`config.mk`:
```
export PLATFORM = sky130hd
export DESIGN_NAME = ad9361_tx_arb
export DESIGN_NICKNAME = d
export VERILOG_FILES = /design/src/rtl/ad9361_pkg.sv /design/src/rtl/ad9361_rr_arb2.sv /design/src/rtl/ad9361_tx_arb.sv
export SDC_FILE = /design/constraint.sdc
export NUM_CORES = 1
export LEC_CHECK = 0
export BUFFER_PORTS_ARGS = -buffer_cell sky130_fd_sc_hd__buf_2
export CORE_AREA = 4 4 73 75
export CTS_BUF_LIST = sky130_fd_sc_hd__clkbuf_8
export DETAILED_ROUTE_END_ITERATION = 10
export DIE_AREA = 0 0 77 79
export MAX_ROUTING_LAYER = met4
export PLACE_DENSITY = 0.88
export SLEW_MARGIN = 20
export SYNTH_ARGS = -nofsm -noshare
export SYNTH_HDL_FRONTEND = slang
export SYNTH_SLANG_ARGS = --single-unit
export TNS_END_PERCENT = 5
```
`constraint.sdc`:
```
create_clock -name clk_out -period 2.85 [get_ports clk_out]
set_clock_uncertainty 0.05 [all_clocks]
set_input_delay 0 -clock clk_out [delete_from_list [all_inputs] [get_ports clk_out]]
set_output_delay 0 -clock clk_out [all_outputs]
set_load 0.1 [all_outputs]
```
`src/rtl/ad9361_pkg.sv`:
```
// Shared types for the AD9361 transmit-path arbiter: FSM states and the I/Q sample record.
package ad9361_pkg;

  localparam int SAMPLE_W = 12;

  typedef enum logic [1:0] {
    IDLE  = 2'd0,
    BURST = 2'd1,
    GAP   = 2'd2
  } state_t;

  typedef struct packed {
    logic [SAMPLE_W-1:0] i;
    logic [SAMPLE_W-1:0] q;
  } iq_t;

endpackage

```
`src/rtl/ad9361_rr_arb2.sv`:
```
// Two-way round-robin pick: on contention the requester that was not served last wins.
module ad9361_rr_arb2 (
  input  logic [1:0] req,
  input  logic       last_served,
  output logic [1:0] winner
);

  always_comb begin
    winner = req;
    if (req == 2'b11) winner = last_served ? 2'b01 : 2'b10;
  end

endmodule

```
`src/rtl/ad9361_tx_arb.sv`:
```
// Arbitrates two I/Q sample streams onto one 1T1R AD9361 transmit port in bursts.
module ad9361_tx_arb
  import ad9361_pkg::*;
#(
  parameter int MAX_BURST = 4096,
  parameter int IDLE_GAP  = 0
) (
  input  logic                clk_out,
  input  logic                rst,
  input  logic                tx_ce,
  input  logic [SAMPLE_W-1:0] s0_I,
  input  logic [SAMPLE_W-1:0] s0_Q,
  input  logic                s0_valid,
  input  logic                s0_last,
  output logic                s0_ready,
  input  logic [SAMPLE_W-1:0] s1_I,
  input  logic [SAMPLE_W-1:0] s1_Q,
  input  logic                s1_valid,
  input  logic                s1_last,
  output logic                s1_ready,
  output logic [SAMPLE_W-1:0] tx_I,
  output logic [SAMPLE_W-1:0] tx_Q,
  output logic [1:0]          grant,
  output logic                busy,
  output logic                underrun,
  output logic                trunc
);

  localparam int CNT_W = $clog2(MAX_BURST) + 1;
  localparam int GAP_W = $clog2(IDLE_GAP + 1) + 1;
  localparam logic [CNT_W-1:0] CNT_MAX  = CNT_W'(MAX_BURST);
  localparam logic [GAP_W-1:0] GAP_LAST = GAP_W'((IDLE_GAP > 0) ? IDLE_GAP - 1 : 0);

  state_t           state_q, state_d;
  logic [1:0]       grant_q, grant_d;
  logic             last_served_q, last_served_d;
  logic [CNT_W-1:0] cnt_q, cnt_d, cnt_inc;
  logic [GAP_W-1:0] gap_q, gap_d;
  iq_t              tx_q, tx_d;
  logic             underrun_q, underrun_d;
  logic             trunc_q, trunc_d;
  logic             arm_q;

  logic [1:0] req, winner;
  logic       sel_valid, sel_last;
  iq_t        s0_iq, s1_iq, sel_iq;

  assign req       = {s1_valid, s0_valid};
  assign s0_iq     = '{i: s0_I, q: s0_Q};
  assign s1_iq     = '{i: s1_I, q: s1_Q};
  assign sel_valid = |(grant_q & req);
  assign sel_last  = grant_q[1] ? s1_last : s0_last;
  assign sel_iq    = grant_q[1] ? s1_iq : s0_iq;
  assign cnt_inc   = cnt_q + 1'b1;

  ad9361_rr_arb2 u_rr (
    .req         (req),
    .last_served (last_served_q),
    .winner      (winner)
  );

  always_comb begin
    // NOTE: every next-state signal gets a default first so no path leaves it unassigned (no latches).
    state_d       = state_q;
    grant_d       = grant_q;
    last_served_d = last_served_q;
    cnt_d         = cnt_q;
    gap_d         = gap_q;
    tx_d          = tx_q;
    underrun_d    = 1'b0;
    trunc_d       = 1'b0;

    unique case (state_q)
      IDLE: begin
        if (tx_ce) tx_d = '0;
        if (arm_q && (|req)) begin
          grant_d = winner;
          cnt_d   = '0;
          state_d = BURST;
        end
      end
      BURST: begin
        if (tx_ce) begin
          if (sel_valid) begin
            tx_d  = sel_iq;
            cnt_d = cnt_inc;
            if (sel_last || (cnt_inc == CNT_MAX)) begin
              trunc_d       = !sel_last;
              last_served_d = grant_q[1];
              grant_d       = '0;
              gap_d         = '0;
              state_d       = (IDLE_GAP > 0) ? GAP : IDLE;
            end
          end else begin
            tx_d       = '0;
            underrun_d = 1'b1;
          end
        end
      end
      GAP: begin
        if (tx_ce) begin
          tx_d = '0;
          if (gap_q == GAP_LAST) state_d = IDLE;
          else                   gap_d   = gap_q + 1'b1;
        end
      end
      default: state_d = IDLE;
    endcase
  end

  // Requester 1 starts as "last served" so requester 0 wins the first contention.
  always_ff @(posedge clk_out or posedge rst) begin
    if (rst) begin
      state_q       <= IDLE;
      grant_q       <= '0;
      last_served_q <= 1'b1;
      cnt_q         <= '0;
      gap_q         <= '0;
      tx_q          <= '0;
      underrun_q    <= 1'b0;
      trunc_q       <= 1'b0;
      arm_q         <= 1'b0;
    end else begin
      // NOTE: non-blocking assignments keep every register updating from pre-edge values.
      state_q       <= state_d;
      grant_q       <= grant_d;
      last_served_q <= last_served_d;
      cnt_q         <= cnt_d;
      gap_q         <= gap_d;
      tx_q          <= tx_d;
      underrun_q    <= underrun_d;
      trunc_q       <= trunc_d;
      arm_q         <= 1'b1;
    end
  end

  assign s0_ready = (state_q == BURST) && grant_q[0] && tx_ce;
  assign s1_ready = (state_q == BURST) && grant_q[1] && tx_ce;
  assign tx_I     = tx_q.i;
  assign tx_Q     = tx_q.q;
  assign grant    = grant_q;
  assign busy     = (state_q != IDLE);
  assign underrun = underrun_q;
  assign trunc    = trunc_q;

endmodule

```
==> results of run 1 <==
final cells by class:
cell class	instances	area, um2
Fill cell	271	1250
Timing Repair Buffer	139	953
Clock buffer	5	68.8
Sequential cell	44	1100
Tap cell	54	67.6
Clock inverter	3	38.8
Inverter	26	97.6
Multi-Input combinational cell	163	1080
what timing repair did:
item | CTS | global route
hold buffers | 49 | 0
endpoints found under the hold margin | 68 | 0
buffers inserted | 0 | 0
path summary, 6_finish.rpt:
kind | cells after the start | to
max | 7 | last_served_q$_DFFE_PP1P_
min | 3 | underrun$_DFF_PP0_
max reg2reg | 7 | last_served_q$_DFFE_PP1P_
min reg2reg | 1 | cnt_q[12]$_DFFE_PP0P_
max in group asynchronous | 4 | tx_Q[6]$_DFFE_PP0P_
min in group asynchronous | 4 | tx_Q[9]$_DFFE_PP0P_
state kept, by name (all words and copies together), names as in the netlist:
| register | flops |
|---|---|
| state_q | 1 |
| arm_q | 1 |
| grant | 2 |
| cnt_q | 13 |
| tx_Q | 12 |
| last_served_q | 1 |
| trunc | 1 |
| underrun | 1 |
| tx_I | 12 |
kinds of logic after synthesis:
logic type | share of synthesized area (%)
AO/OA/AOI/OAI | 16.8
AND/OR/NAND/NOR | 15.5
flip-flops | 46.8
buffers and inverters | 7.12
multiplexers | 11.1
XOR/XNOR | 1.49
adder cells (fa/ha/maj) | 1.06
other | 0.159
worst max-delay path: stages (launching register included):
cell	delay (ps)
dfrtp_1	470
ha_1	290
and4_1	430
nand4_4	140
xor2_1	180
or2_1	250
a221o_1	300
a211o_1	240
routing by layer:
metal | vias to the layer above | track usage (%) | wire length, um
li1 | 1137 | - | -
met1 | 1239 | 32.7 | 3360
met3 | 30 | 6.35 | 664
met5 | - | - | 0
met4 | 0 | 14.4 | 289
met2 | 141 | 46.8 | 4000
where the power goes:
group          switching [mW]  total (mW)  leakage (nW)  internal, mW
clock                   0.211       0.467        0.0593         0.257
combinational            1.63        2.16          1.16         0.531
sequential              0.139       0.927         0.575         0.788
metrics by stage:
stage	utilization (%)	instances	hold WS [ps]	setup WS [ps]
2_1_floorplan	-	249	130	146
3_3_place_gp	60.4	377	114	590
3_5_place_dp	60.4	377	116	468
4_1_cts	73.2	434	0.483	450
5_1_grt	73.2	434	33.8	275
6_report	73.2	434	35.5	432
cells in the final DEF (no fill, tap or decap), types with 4 or more instances in the layout:
cell type / synthesis / routed
a21oi_1: 4 / 4
o22ai_1: 26 / 26
nor2_1: 9 / 9
and2_1: 7 / 7
and3_1: 6 / 6
a31oi_1: 4 / 4
nand3_1: 6 / 6
inv_1: 26 / 27
dfrtp_1: 43 / 43
buf_2: 2 / 85
o21ai_0: 19 / 19
nand2_1: 16 / 16
clkbuf_8: 0 / 5
buf_4: 2 / 5
mux2i_1: 26 / 26
dlygate4sd3_1: 0 / 49
==> results.yml, run 1 <==
outcome:
  status: "finished clean"
global_route:
  grt_pass1_wl_um: 13000
  track_usage_pct: 28.3
  grt_pass1_vias: 2595
  grt_max_degree: 45
  overflow: 0
  grt_antenna_before_repair: 0
setup_path:
  arrival_ps: 2600
  cp-end-kind: "flip-flop"
  critPathLaunchType: "flip-flop"
  crit_type: "flip-flop to flip-flop"
  cp.required_ps: 3030
  r2r-start: "cnt_q[0]$_DFFE_PP0P_"
  reg2reg_slack_ps: 430
  worstPathMaxFanout: 8
  startpoint: "cnt_q[0]$_DFFE_PP0P_"
sta:
  slew_headroom_pct: 60.6
  hold_viol_final: 0
  slew_viol_final: 0
  setup_viol: 0
  fin_crit_ps: 2420
  tightest_slew_ps: 587
  setup_tns_ps: 0
  timing.final.crit_share_pct: 84.8
  rsz0062_at_grt: "no"
  max_clock_freq_mhz: 414
floorplanning:
  dieHeight_um: 79
  core_mm2: 0.00466
  rows: 25
  start_util_pct: 50.5
  fp.dieW_um: 77
  ios: 86
  die_area_mm2: 0.00608
synthesis:
  seq_area_frac_synth_pct: 46.8
  yosysMostFrequentCell: "dfrtp_1"
  ys_async_sr_fraction_pct: 100
  synthFlopType: "dfrtp_1"
  yosysTopAreaCellShare_pct: 45.7
  ys.warnings.count: 0
  synth_edf_count: 0
  syn_area_mm2: 0.00235
  synth_cell_types: 41
  synth_area_leaders: "dfrtp_1, mux2i_1, o22ai_1, inv_1, o21ai_0"
  synth_top_cell_by_area: "dfrtp_1"
  syn-num-nets: 306
  avgSynthCellArea_um2: 9.45
  ys_top_cells_by_count: "dfrtp_1, inv_1, mux2i_1, o22ai_1, o21ai_0"
  synth-seq-cells: 44
  synth_cells: 249
route:
  firstDrtPassIters: 4
  vias_per_cell: 5.87
  ant_nets: 0
  drt_iter0_drc: 211
  dr_total_vias: 2547
  routedWlPerCell_um: 19.2
  finalWirelength_um: 8320
  drc: 0
cells_and_area:
  nets: 436
  n_antenna_cell: 0
  area_growth_pct: 45.0
  stdcell_area_mm2: 0.00341
  final_layout_size_suffix_gt1_share_pct: 26.3
power:
  power.density_mw_per_mm2: 1040
  power_mw: 3.56
  p_leak_nw: 1.79
  irDropWorstVdd_mv: 0.507
hold_path:
  hold_path.class: "primary input to flip-flop"
  hp-start: "s0_valid"
clock_tree:
  cts_max_level: 2
  cts_resized: 0
  cts_tree: "yes"
  clk_latency_ps: 300
  cts_buffers: 5
  path_clk_slew_ps: 80
  cts_max_path_buffers: 2
  clockRootBuffer: "clkbuf_8"
  cts.sinks: 44
place:
  hpwl_um: 4290
  placed_cell_area_mm2: 0.00281
  portBuffers: 85
  gp_congestion: 0.892
run:
  maxCapViolCount: 0
(Power assumes the default switching activity.)
==> inputs of run 2 (changes only) <==
- clock period: 2.85 -> 2.45 ns (I/O delays scaled with it)
==> run 2 against run 1 <==
Compared with the run above: sequential cell count stayed put; die area stayed put; sequential power is 15% higher; fmax is 7.1% higher; cell count is 0.46% higher; combinational power is 18% higher; register-to-register slack worse by 240 ps; power is 17% higher; wire length is 0.22% higher; sequential share of layout area is 0.20 points lower; non-clock buffer count is 2 higher; critical path depth stayed put; largest cell class unchanged.
==> results.yml, run 2 (synthesis results as in run 1) <==
cells_and_area:
  n_antenna_cell: 0
  final-seq-area_mm2: 0.00110
  final_cell_mix: "buf_2, dlygate4sd3_1, dfrtp_1, inv_1"
  largest_reg_flops: 13
  multi_input_comb_area_mm2: 0.00109
  area_growth_pct: 46.0
  nets: 438
  final_layout_size_suffix_gt1_share_pct: 27.5
  fillerInstances: 279
  top_register: "cnt_q"
  final_common_cell: "buf_2"
setup_path:
  arrival_ps: 2350
  critPathLaunchType: "flip-flop"
  worstPathMaxFanout: 7
  crit_type: "flip-flop to flip-flop"
  cp-end-kind: "flip-flop"
  r2r-start: "cnt_q[1]$_DFFE_PP0P_"
  cp.required_ps: 2540
  reg2reg_depth: 7
  reg2reg_slack_ps: 190
  rr_endpoint: "state_q[0]$_DFFE_PP0P_"
clock_tree:
  clk_latency_ps: 310
  path_clk_slew_ps: 90
  clockRootBuffer: "clkbuf_8"
  cts_max_level: 2
  cts_max_path_buffers: 2
  cts.sinks: 44
  cts_tree: "yes"
  cts_buffers: 5
power:
  power.density_mw_per_mm2: 1210
  p_leak_nw: 1.80
  irDropWorstVdd_mv: 0.610
route:
  firstDrtPassIters: 4
  dr_total_vias: 2590
  drc: 0
  drt_iter0_drc: 262
  routedWlPerCell_um: 19.1
  vias_per_cell: 5.94
  ant_nets: 0
  finalWirelength_um: 8330
global_route:
  grt_pass1_vias: 2655
  grt_pass1_wl_um: 13300
  grt_antenna_before_repair: 0
  track_usage_pct: 28.6
  busiest_layer: "met2"
  grt_use_met3_pct: 8.39
  grt_max_degree: 45
  use_met2_pct: 45.5
  met1_usage_pct: 33.0
  overflow: 0
run:
  maxCapViolCount: 0
sta:
  slew_headroom_pct: 58.1
  hold_viol_final: 0
  tightest_slew_ps: 624
  slew_viol_final: 0
  max_clock_freq_mhz: 443
  setup_ws_ps: 192
  setup_viol: 0
  rsz0062_at_grt: "no"
  timing.final.crit_share_pct: 92.2
  setup_tns_ps: 0
  fin_crit_ps: 2260
place:
  pre_cts_ws_ps: 86.8
  hpwl_um: 4410
  portBuffers: 85
  gp_congestion: 0.860
hold_path:
  hold_path.class: "primary input to flip-flop"
  min_path_cells: 4
  hp-start: "s0_last"
  hold_end: "trunc$_DFF_PP0_"
floorplanning:
  die_area_mm2: 0.00608
  core_mm2: 0.00466
  rows: 25
  dieHeight_um: 79
  ios: 86
  fp.dieW_um: 77
  start_util_pct: 50.5
outcome:
  status: "finished clean"
## run 2: where the power goes
part | leakage (nW) | switching (mW) | internal, mW
Combinational | 1.16 | 1.91 | 0.634
Sequential | 0.574 | 0.151 | 0.917
Clock | 0.0593 | 0.253 | 0.299
## run 2: worst max-delay path by stage
stage	from	cells past startpoint	slack [ps]	end
3_5_place_dp	cnt_q[1]$_DFFE_PP0P_	7	90	state_q[0]$_DFFE_PP0P_
2_1_floorplan	grant[1]$_DFFE_PP0P_	4	180	tx_I[10]$_DFFE_PP0P_
4_1_cts	cnt_q[1]$_DFFE_PP0P_	7	80	state_q[0]$_DFFE_PP0P_
5_1_grt	cnt_q[1]$_DFFE_PP0P_	7	40	state_q[0]$_DFFE_PP0P_
3_3_place_gp	cnt_q[1]$_DFFE_PP0P_	7	190	state_q[0]$_DFFE_PP0P_
6_report	cnt_q[1]$_DFFE_PP0P_	7	190	state_q[0]$_DFFE_PP0P_
## run 2: cell type report
type	count	area share (%)
Clock inverter	3	1.13
Tap cell	54	1.97
Timing Repair Buffer	141	28.2
Sequential cell	44	32.1
Multi-Input combinational cell	163	31.7
Inverter	26	2.84
Clock buffer	5	2.00
## run 2: metrics by stage
stage | power [mW] | cells | area (um2) | util, % | hold WS (ps)
after floorplan | 2.92 | 249 | 2360 | - | 130
after global placement | 3.28 | 378 | 2820 | 60.6 | 116
after detailed placement | 3.34 | 378 | 2820 | 60.6 | 125
after CTS | 4.07 | 436 | 3430 | 73.6 | 5.21
after global routing | 4.33 | 436 | 3440 | 73.7 | 24.7
final | 4.17 | 436 | 3440 | 73.7 | 12.3
## run 2: critical path: stages (launching register included)
cell	delay (ps)
dfrtp_2	420
ha_2	240
and4_2	360
mux2i_1	100
o22ai_1	180
or3b_1	420
nor2_1	200
o211ai_1	130
## run 2: metal layers
layer  vias up  routed length (um)  share of wire [%]
met5         -                   0                  0
met4         0                 383                4.6
met3        37                 763                9.2
met2       159                3880                 47
met1      1246                3310                 40
li1       1148                   -                  -
## run 2: repair_timing
| item | in CTS | in global routing |
|---|---|---|
| hold buffers | 50 | 0 |
| endpoints found under the setup margin | 0 | 4 |
| setup buffers | 0 | 0 |
| endpoints found under the hold margin | 68 | 0 |
| resized for setup | 0 | 3 |
